==> src/rtl/proj1.sv <==
// proj1 -- registered signed ALU.
//
// Purpose:
//   Single-cycle WIDTH-bit two's-complement ALU with registered outputs.
//   Supported operations are add, subtract, bidirectional shift and four
//   bitwise logic ops. The result and the N/Z/C/V flags are computed
//   combinationally from the operands. Both are loaded together on the next
//   rising edge of i_clk. A new operation is accepted every cycle.
//
// Ports:
//   i_clk     in   1      rising-edge clock
//   i_rst_n   in   1      asynchronous active-low reset; clears outputs at once
//   i_arg0    in   WIDTH  operand A (signed)
//   i_arg1    in   WIDTH  operand B (signed); signed shift amount for SHIFT
//   i_oper    in   3      opcode: 0 ADD, 1 SUB, 2 SHIFT, 3 AND, 4 OR,
//                         5 XOR, 6 XNOR, 7 reserved (result 0, flags 0)
//   o_result  out  WIDTH  registered result
//   o_flag    out  4      registered flags {N, Z, C, V}
//
// WIDTH must be at least 2.
module proj1 #(
  parameter int WIDTH = 10
) (
  input  logic             i_clk,
  input  logic             i_rst_n,
  input  logic [WIDTH-1:0] i_arg0,
  input  logic [WIDTH-1:0] i_arg1,
  input  logic [2:0]       i_oper,
  output logic [WIDTH-1:0] o_result,
  output logic [3:0]       o_flag
);

  localparam int MSB = WIDTH - 1;
  // Shift counts below WIDTH fit in this many bits.
  localparam int SHW = $clog2(WIDTH);
  localparam logic [WIDTH:0] SH_LIM = (WIDTH+1)'(WIDTH);
  localparam logic [WIDTH:0] ONE_X  = (WIDTH+1)'(1);

  typedef enum logic [2:0] {
    OP_ADD   = 3'd0,
    OP_SUB   = 3'd1,
    OP_SHIFT = 3'd2,
    OP_AND   = 3'd3,
    OP_OR    = 3'd4,
    OP_XOR   = 3'd5,
    OP_XNOR  = 3'd6,
    OP_RSV   = 3'd7
  } op_e;

  typedef struct packed {
    logic [WIDTH-1:0] res;
    logic [3:0]       flag;
  } alu_rsp_t;

  op_e              op;
  logic [WIDTH:0]   sum_ext;
  logic [WIDTH:0]   dif_ext;
  logic [WIDTH:0]   sh_mag;
  logic             sh_big;
  logic [SHW-1:0]   sh_amt;
  logic [WIDTH-1:0] shl;
  logic [WIDTH-1:0] shr;
  logic             c_flag;
  logic             v_flag;
  alu_rsp_t         rsp_d;
  alu_rsp_t         rsp_q;

  assign op = op_e'(i_oper);

  // Arithmetic and shifter datapath
  always_comb begin
    // One extra bit gives the unsigned carry (ADD) and the borrow (SUB).
    sum_ext = {1'b0, i_arg0} + {1'b0, i_arg1};
    dif_ext = {1'b0, i_arg0} - {1'b0, i_arg1};

    // Shift distance is |B|. It is computed one bit wider so that
    // -(-2^(WIDTH-1)) cannot overflow.
    sh_mag = i_arg1[MSB] ? (~{i_arg1[MSB], i_arg1} + ONE_X) : {1'b0, i_arg1};
    sh_big = (sh_mag >= SH_LIM);
    sh_amt = sh_mag[SHW-1:0];

    // Distances of WIDTH or more saturate to all-zero (left shift) or
    // all-sign (right shift). Only in-range distances use the barrel shifter.
    shl = sh_big ? '0 : (i_arg0 << sh_amt);
    shr = sh_big ? {WIDTH{i_arg0[MSB]}} : WIDTH'($signed(i_arg0) >>> sh_amt);
  end

  // Result select and flag generation
  always_comb begin
    rsp_d.res = '0;
    c_flag    = 1'b0;
    v_flag    = 1'b0;
    unique case (op)
      OP_ADD: begin
        rsp_d.res = sum_ext[MSB:0];
        c_flag    = sum_ext[WIDTH];
        v_flag    = (i_arg0[MSB] == i_arg1[MSB]) && (rsp_d.res[MSB] != i_arg0[MSB]);
      end
      OP_SUB: begin
        rsp_d.res = dif_ext[MSB:0];
        c_flag    = dif_ext[WIDTH];
        v_flag    = (i_arg0[MSB] != i_arg1[MSB]) && (rsp_d.res[MSB] != i_arg0[MSB]);
      end
      OP_SHIFT: begin
        if (i_arg1 == '0)      rsp_d.res = i_arg0;
        else if (i_arg1[MSB])  rsp_d.res = shr;
        else                   rsp_d.res = shl;
      end
      OP_AND:  rsp_d.res = i_arg0 & i_arg1;
      OP_OR:   rsp_d.res = i_arg0 | i_arg1;
      OP_XOR:  rsp_d.res = i_arg0 ^ i_arg1;
      OP_XNOR: rsp_d.res = ~(i_arg0 ^ i_arg1);
      default: rsp_d.res = '0;
    endcase
    // Opcode 7 reports no flags at all. In particular Z stays clear even
    // though its result is 0.
    rsp_d.flag = (op == OP_RSV) ? 4'b0000
               : {rsp_d.res[MSB], (rsp_d.res == '0), c_flag, v_flag};
  end

  always_ff @(posedge i_clk or negedge i_rst_n) begin
    if (!i_rst_n) rsp_q <= '0;
    else          rsp_q <= rsp_d;
  end

  assign o_result = rsp_q.res;
  assign o_flag   = rsp_q.flag;

endmodule

==> config.mk <==
export PLATFORM = sky130hd
export DESIGN_NAME = proj1
export DESIGN_NICKNAME = d
export VERILOG_FILES = /design/src/rtl/proj1.sv
export SDC_FILE = /design/constraint.sdc
export NUM_CORES = 1
export LEC_CHECK = 0
export ABC_AREA = 1
export BUFFER_PORTS_ARGS = -buffer_cell sky130_fd_sc_hd__buf_4
export CORE_MARGIN = 5
export CORE_UTILIZATION = 45
export DETAILED_ROUTE_END_ITERATION = 7
export PLACE_DENSITY_LB_ADDON = 0.3
export SETUP_SLACK_MARGIN = 0.15
export SYNTH_ARGS = -nofsm -noshare
export SYNTH_HDL_FRONTEND = slang
export SYNTH_SLANG_ARGS = --single-unit
==> constraint.sdc <==
create_clock -name i_clk -period 1.1 [get_ports i_clk]
set_clock_uncertainty 0.1 [all_clocks]
set_input_delay 0.11 -clock i_clk [delete_from_list [all_inputs] [get_ports i_clk]]
set_output_delay 0.11 -clock i_clk [all_outputs]
set_load 0.005 [all_outputs]
### After elaboration in Yosys (flattened, before gate mapping)

Index checks and enable logic that the tools add are counted.

* add/sub/neg operators: 3
* $lt $le $gt $ge: 1
* eq/ne operators: 11
* shift-type cells: 2
* multiplexer cells: 9
* bitwise operators: 5
* reductions and logical operators: 5

Operators by type and width (number)
* $pmux 10 s7: 1
* $mux 10: 4
* $logic_not 10->1: 2
* $eq 3x3->1 const B: 4
* $add 10x10->11: 1
* $add 11x1->11 const B: 1
* $ge 11x4->1 const B: 1
* $mux 11: 1
* $not 11->11: 1
* $sub 10x10->11: 1
* $and 10x10->10: 1
* $not 10->10: 1
* $or 10x10->10: 1
* $shl 10x4->10: 1
* $sshr 10x4->10: 1
* $xor 10x10->10: 1
* $eq 3x2->1 const B: 2
* $mux 4: 1
* $pmux 1 s2: 2
* $eq 3x1->1 const B: 1
* $logic_not 3->1: 1
* $ne 1x1->1: 3
* $logic_and 1x1->1: 2
* $eq 1x1->1: 1

* bits in registers: 14
* bits of input ports: 25
* output and inout bits: 14
* logic and storage cells: 38

### Longest topological paths before layout

Gate-level depths: netlist (run 1).

* depth after elaboration: 10
* gate-level depth with buffers: 22
* mapped depth without buffers: 21

### Worst setup path after synthesis (run 1)

Ideal clock, no wire load.

* path type: in2reg
* from: input i_arg1[1]
* to: register rsp_q, in the netlist o_flag[2]
* library setup time: 0.072 ns
* data arrival time: 1.821 ns
* required time: 0.928 ns
* slack: -0.893 ns
* stages: 20
* buffers on the path: 1
* cells stage by stage: inv_1 -> ha_1 -> nand2_1 -> o21ai_1 -> inv_2 -> nand2_2 -> nand2_2 -> nand2_2 -> nor2_4 -> nand2_4 -> inv_2 -> buf_6 -> nand2_2 -> nand2_2 -> nand3_1 -> nand2_1 -> nand2_1 -> nor2_1 -> nand2_1 -> nor2_1

RTL lines
* start: declaration: RTL line 27 `input logic [WIDTH-1:0] i_arg1,`
* end signal: assignment: RTL line 123 `else rsp_q <= rsp_d;`
* end: declaration: RTL line 66 `alu_rsp_t rsp_q;`

==> flow_metrics.env, run 1 <==
export IMPL_fmax_ghz=0.4710
export IMPL_worst_path_max_fanout=5
export IMPL_endpoint_kind="flop"
export IMPL_dpl_hpwl_mm=10.58
export IMPL_antenna_left=0
export IMPL_grt_pass1_vias=4601
export IMPL_antenna_cells=0
export IMPL_yosysSeqAreaShare_pct=11.27
export IMPL_cellLeakagePower_uw=0.002802
export IMPL_layout_common_cells="buf_4, nand2_1, inv_1, nor2_1"
export IMPL_multi_input_area_mm2=0.002878
export IMPL_die_area_mm2=0.008669
export IMPL_critical_path_top_delay_family="simple AND/OR/NAND/NOR gates"
export IMPL_core_mm2=0.006756
export IMPL_ir_drop_mv=0.3826
export IMPL_slew_violations=0
export IMPL_hold_viol_final=0
export IMPL_crit_type="primary input to flop"
export IMPL_layout_setup_ws_ns=-1.023
export IMPL_start_util_pct=46.00
export IMPL_crit_chain="buf_8 -> clkinvlp_4 -> ha_4 -> nand2_4 -> o21ai_4 -> inv_2 -> nand2_2 -> buf_4 -> buf_4 -> nand2_1 -> o21ai_1 -> nand2_1 -> o21ai_1 -> nand2_1 -> nand3_1 -> nand2_1 -> nand3_1 -> nor2_2 -> nand4_1 -> nor2_2"
export IMPL_fin_util_pct=81.46
export IMPL_holdCritPathClass="primary input to async pin"
export IMPL_slew_headroom_pct=69.05
export IMPL_syn_inst=551
export IMPL_cpPeakStageDelay_ns=0.28
export IMPL_htreeDepth=1
export IMPL_cp_data_arrival_time_ns=2.19
export IMPL_synth_seq_cells=14
export IMPL_crit_slowest_cell="ha_4"
export IMPL_period_needed_ns=2.123
export IMPL_path_common_cell="nand2_1"
export IMPL_rsz0062_at_grt="yes"
export IMPL_cts_made_buffers=3
export IMPL_grt_antenna_before_repair=0
export IMPL_path_clk_slew_ns=0.05
export IMPL_crit_buf_inv=5
export IMPL_regArea_um2=350.3
export IMPL_overflow=0
export IMPL_numPortBuffers=38
export IMPL_fp_dieW_um=93.11
export IMPL_cellPowerDensity_mw_per_mm2=704.5
export IMPL_grt_usage_pct=32.11
export IMPL_fillerInstances=436
export IMPL_drc_errors=0
export IMPL_drive_gt1_share_pct=46.06
export IMPL_mostFrequentLayoutCell="buf_4"
export IMPL_avgSynthCellArea_um2=5.641
export IMPL_startpoint_type="primary input"
export IMPL_syn_nets=610
export IMPL_setup_viol=14
export IMPL_cts_sinks=14
export IMPL_cap_violations=0
export IMPL_routabilityCongestion=1.000
export IMPL_viasPerCell=5.751
export IMPL_synth_cell_types=39
export IMPL_status="finished, violations left"
export IMPL_tns_ns=-12.45
export IMPL_grt_max_degree=29
export IMPL_rows=30
export IMPL_failed_checks="negative setup slack"
export IMPL_io_pins=39
export IMPL_fin_nets=822
export IMPL_cts_tree="done"
export IMPL_tightestPinTransition_ns=0.4606
export IMPL_cts_buffer_depth=2
export IMPL_post_route_period_util_pct=193.0
export IMPL_grt_pass1_wl_mm=22.27
export IMPL_routed_via_count=4842
export IMPL_crit_required_ns=1.17
export IMPL_dieHeight_um=93.11
export IMPL_cts_root_buf="clkbuf_8"
export IMPL_yosys_warnings=0
export IMPL_wl_mm=14.85
export IMPL_routedWlPerCell_um=17.64
export IMPL_drtPass1Iterations=6
export IMPL_syn_to_final_growth_pct=77.09
export IMPL_synth_area_mm2=0.003108
export IMPL_drt_initial_drc_count=582
-- power by group --
group          switching [µW]  internal, µW  leakage (µW)
clock                     166           316     0.0000288
sequential               31.5           585      0.000174
combinational            1430          1350       0.00260
-- Yosys cell counts (all sizes together) --
cell type	count	area, µm²
o22ai	9	56.30
a211oi	4	30.03
a21boi	1	7.510
buf	12	71.31
o211ai	9	67.56
dfrtp	14	350.3
inv	65	246.5
a31oi	1	6.260
o32ai	1	8.760
o2111ai	2	17.52
o31ai	1	7.510
o21a	2	15.01
nand3b	3	22.52
o21bai	2	15.01
nand4	7	43.79
o221ai	1	8.760
a221oi	4	35.03
fa	2	40.04
xor2	4	35.03
ha	32	400.4
nor2	47	193.9
clkinv	4	15.01
nand3	44	220.2
and2	1	6.260
nor3	13	65.06
a21oi	32	160.2
o21ai	47	235.2
nand2	181	701.9
nor4	1	6.260
clkbuf	5	18.77
-- flip-flops by register name (all words and copies together) (netlist names) --
signal    flops
o_flag        4
o_result     10
-- per-layer routing --
layer | global-route usage [%] | up-vias | wire (µm)
met5 | 0 | - | 0
met1 | 40.85 | 2186 | 5805
li1 | - | 2252 | -
met2 | 54.41 | 330 | 6905
met3 | 2.253 | 74 | 1210
met4 | 16.36 | 0 | 933
-- path summary, 6_finish.rpt --
check,cells past startpoint,end,startpoint
setup / recovery,20,o_flag[2]$_DFF_PN0_,i_arg1[1]
min in group i_clk,6,o_flag[2]$_DFF_PN0_,i_oper[1]
hold / removal,2,o_result[1]$_DFF_PN0_,i_rst_n
max in group asynchronous,2,o_result[8]$_DFF_PN0_,i_rst_n
-- timing repair --
item	4_1_cts	5_1_grt
endpoints found under the hold margin	14	0
buffers inserted	12	12
gates resized for setup	101	61
gates cloned	3	0
hold buffers	1	0
setup endpoints to repair	17	27
pin swaps	45	37
-- final cells by class --
cell class	count	area share (%)
repair inverters	1	0.1137
multi-input cells	451	52.28
inverters	69	5.206
repair buffers	223	33.21
well taps	80	1.819
flip-flops and latches	14	6.365
clock buffers	4	1.000
-- metrics by stage --
| stage | instances | instance area [µm²] | setup WS (ns) | hold WS, ns | power (µW) |
|---|---|---|---|---|---|
| 6_report | 842 | 5504 | -1.023 | 0.1476 | 3878 |
| 5_1_grt | 842 | 5504 | -1.190 | 0.1508 | 4114 |
| 4_1_cts | 830 | 5194 | -0.9665 | 0.1476 | 3541 |
| 3_5_place_dp | 810 | 4688 | -1.285 | -0.1413 | 2802 |
| 3_3_place_gp | 810 | 4688 | -1.212 | -0.1432 | 2755 |
| 2_1_floorplan | 551 | 3218 | -0.8253 | -0.2856 | 1655 |
-- kinds of logic after synthesis --
group	share of synthesized area (%)
compound gates	21.58
xor+xnor	1.127
fa+ha+maj	14.17
buf+inv	11.31
flops	11.27
simple gates	40.54
Power figures use the tool's default switching activity.
==> run 2: changes to the inputs <==
- clock period: 1.1 -> 1.8 ns (I/O delays scaled with it)
==> run 2 against run 1 <==
Sequential power fell by 40%. Wire length down 3.7%. Utilization fell by 2.3 points. Final cell count is 2.5% lower. Worst hold slack gained 0.081 ns. Total power is 42% lower. Via count shrank 3.1%. The run still ends with negative setup slack left. First-iteration DRC count down 37%. Critical path depth stayed put. Highest routed layer unchanged. Sequential cell count unchanged. Largest cell class unchanged. Critical endpoint unchanged. Combinational power shrank 41%.
==> flow_metrics.env, run 2 (synthesis gave the netlist of run 1 again) <==
export IMPL_viasPerCell=5.717
export IMPL_overflow=0
export IMPL_core_mm2=0.006756
export IMPL_htreeDepth=1
export IMPL_fillerInstances=489
export IMPL_cap_violations=0
export IMPL_routabilityCongestion=1.012
export IMPL_worst_path_max_fanout=3
export IMPL_tightestPinTransition_ns=0.4489
export IMPL_fin_nets=802
export IMPL_cts_buffer_depth=2
export IMPL_status="finished, violations left"
export IMPL_tns_ns=-2.459
export IMPL_routed_via_count=4694
export IMPL_critical_path_top_delay_family="simple AND/OR/NAND/NOR gates"
export IMPL_fmax_ghz=0.4649
export IMPL_grt_antenna_before_repair=0
export IMPL_die_area_mm2=0.008669
export IMPL_layout_common_cells="buf_4, nand2_1, inv_1, nor2_1, o21ai_0"
export IMPL_cts_sinks=14
export IMPL_crit_type="primary input to flop"
export IMPL_failed_checks="negative setup slack"
export IMPL_crit_slowest_cell="fa_2"
export IMPL_antenna_cells=0
export IMPL_post_route_period_util_pct=119.5
export IMPL_startpoint_type="primary input"
export IMPL_path_common_cell="nand2_1"
export IMPL_mostFrequentLayoutCell="buf_4"
export IMPL_ir_drop_mv=0.2124
export IMPL_routedWlPerCell_um=17.42
export IMPL_grt_max_degree=29
export IMPL_holdCritPathClass="primary input to async pin"
export IMPL_syn_to_final_growth_pct=72.18
export IMPL_largest_reg_flops=10
export IMPL_layout_setup_ws_ns=-0.3512
export IMPL_cellLeakagePower_uw=0.002699
export IMPL_fin_cells=821
export IMPL_cellPowerDensity_mw_per_mm2=422.8
export IMPL_antenna_left=0
export IMPL_period_needed_ns=2.151
export IMPL_crit_required_ns=1.87
export IMPL_rsz0062_at_grt="yes"
export IMPL_slew_headroom_pct=69.76
export IMPL_cts_root_buf="clkbuf_8"
export IMPL_drc_errors=0
export IMPL_endpoint_kind="flop"
export IMPL_fin_util_pct=79.20
export IMPL_numPortBuffers=38
export IMPL_setup_viol=14
export IMPL_wl_mm=14.30
export IMPL_cts_made_buffers=3
export IMPL_drtPass1Iterations=6
export IMPL_dpl_hpwl_mm=10.78
export IMPL_drive_gt1_share_pct=43.99
export IMPL_cts_tree="done"
export IMPL_grt_usage_pct=32.24
export IMPL_crit_chain="buf_12 -> clkinv_8 -> ha_4 -> inv_4 -> fa_2 -> inv_2 -> nor2_2 -> nor2_1 -> o21bai_2 -> nand2_1 -> nand2_1 -> a21oi_2 -> a21oi_2 -> o21ai_1 -> nand2_1 -> nor2_2 -> nand2_2 -> nor2_1 -> nand2_1 -> nor2_1"
export IMPL_cpPeakStageDelay_ns=0.34
export IMPL_hold_viol_final=0
export IMPL_crit_buf_inv=4
export IMPL_fp_dieW_um=93.11
export IMPL_placed_cells=795
export IMPL_whs_ns=0.2284
export IMPL_cp_data_arrival_time_ns=2.22
export IMPL_rows=30
export IMPL_grt_pass1_wl_mm=22.20
export IMPL_dieHeight_um=93.11
export IMPL_slew_violations=0
export IMPL_start_util_pct=46.00
export IMPL_path_clk_slew_ns=0.05
export IMPL_io_pins=39
export IMPL_grt_pass1_vias=4568
export IMPL_drt_initial_drc_count=367
run 2: repair_timing:
item,4_1_cts,5_1_grt
setup endpoints to repair,14,14
buffers inserted,16,5
gates resized for setup,104,44
gates cloned,0,1
pin swaps,56,19
hold endpoints to repair,14,0
hold buffers,1,0
run 2: through the flow:
| stage | power, µW | worst slack (ns) | cell area [µm²] |
|---|---|---|---|
| after floorplan | 1003 | -0.1953 | 3194 |
| after global placement | 1672 | -0.6390 | 4577 |
| after detailed placement | 1695 | -0.6413 | 4577 |
| after CTS | 2133 | -0.2606 | 5144 |
| after global routing | 2401 | -0.4876 | 5351 |
| final | 2262 | -0.3512 | 5351 |
run 2: final timing paths:
check	slack [ns]	start	cells after the start	to
worst max-delay path	-0.35	i_arg0[0]	20	o_flag[2]$_DFF_PN0_
worst min-delay path	0.23	i_rst_n	2	o_result[3]$_DFF_PN0_
max in group asynchronous	1.21	i_rst_n	2	o_result[2]$_DFF_PN0_
min in group i_clk	0.28	i_oper[0]	6	o_flag[2]$_DFF_PN0_
run 2: final cells by class:
class / instances / area, µm² / area share, %
clock buffer: 3 / 41.29 / 0.7716
timing repair buffer: 203 / 1655 / 30.93
tap: 80 / 100.1 / 1.870
inverter: 69 / 304.0 / 5.682
sequential: 14 / 350.3 / 6.547
multi-input combinational: 451 / 2894 / 54.08
timing repair inverter: 1 / 6.256 / 0.1169
run 2: power breakdown:
group	switching [µW]	internal [µW]	total [µW]
combinational	870	783	1650
sequential	11.2	357	369
clock	93.1	147	240
total	975	1290	2260
run 2: layer usage:
| metal | up-vias | global-route usage (%) | part of all wire, % |
|---|---|---|---|
| met3 | 86 | 5.229 | 8.2 |
| met2 | 291 | 56.75 | 48 |
| met4 | 0 | 17.46 | 6.3 |
| met5 | - | 0 | 0 |
| met1 | 2115 | 37.07 | 37 |
| li1 | 2202 | - | - |
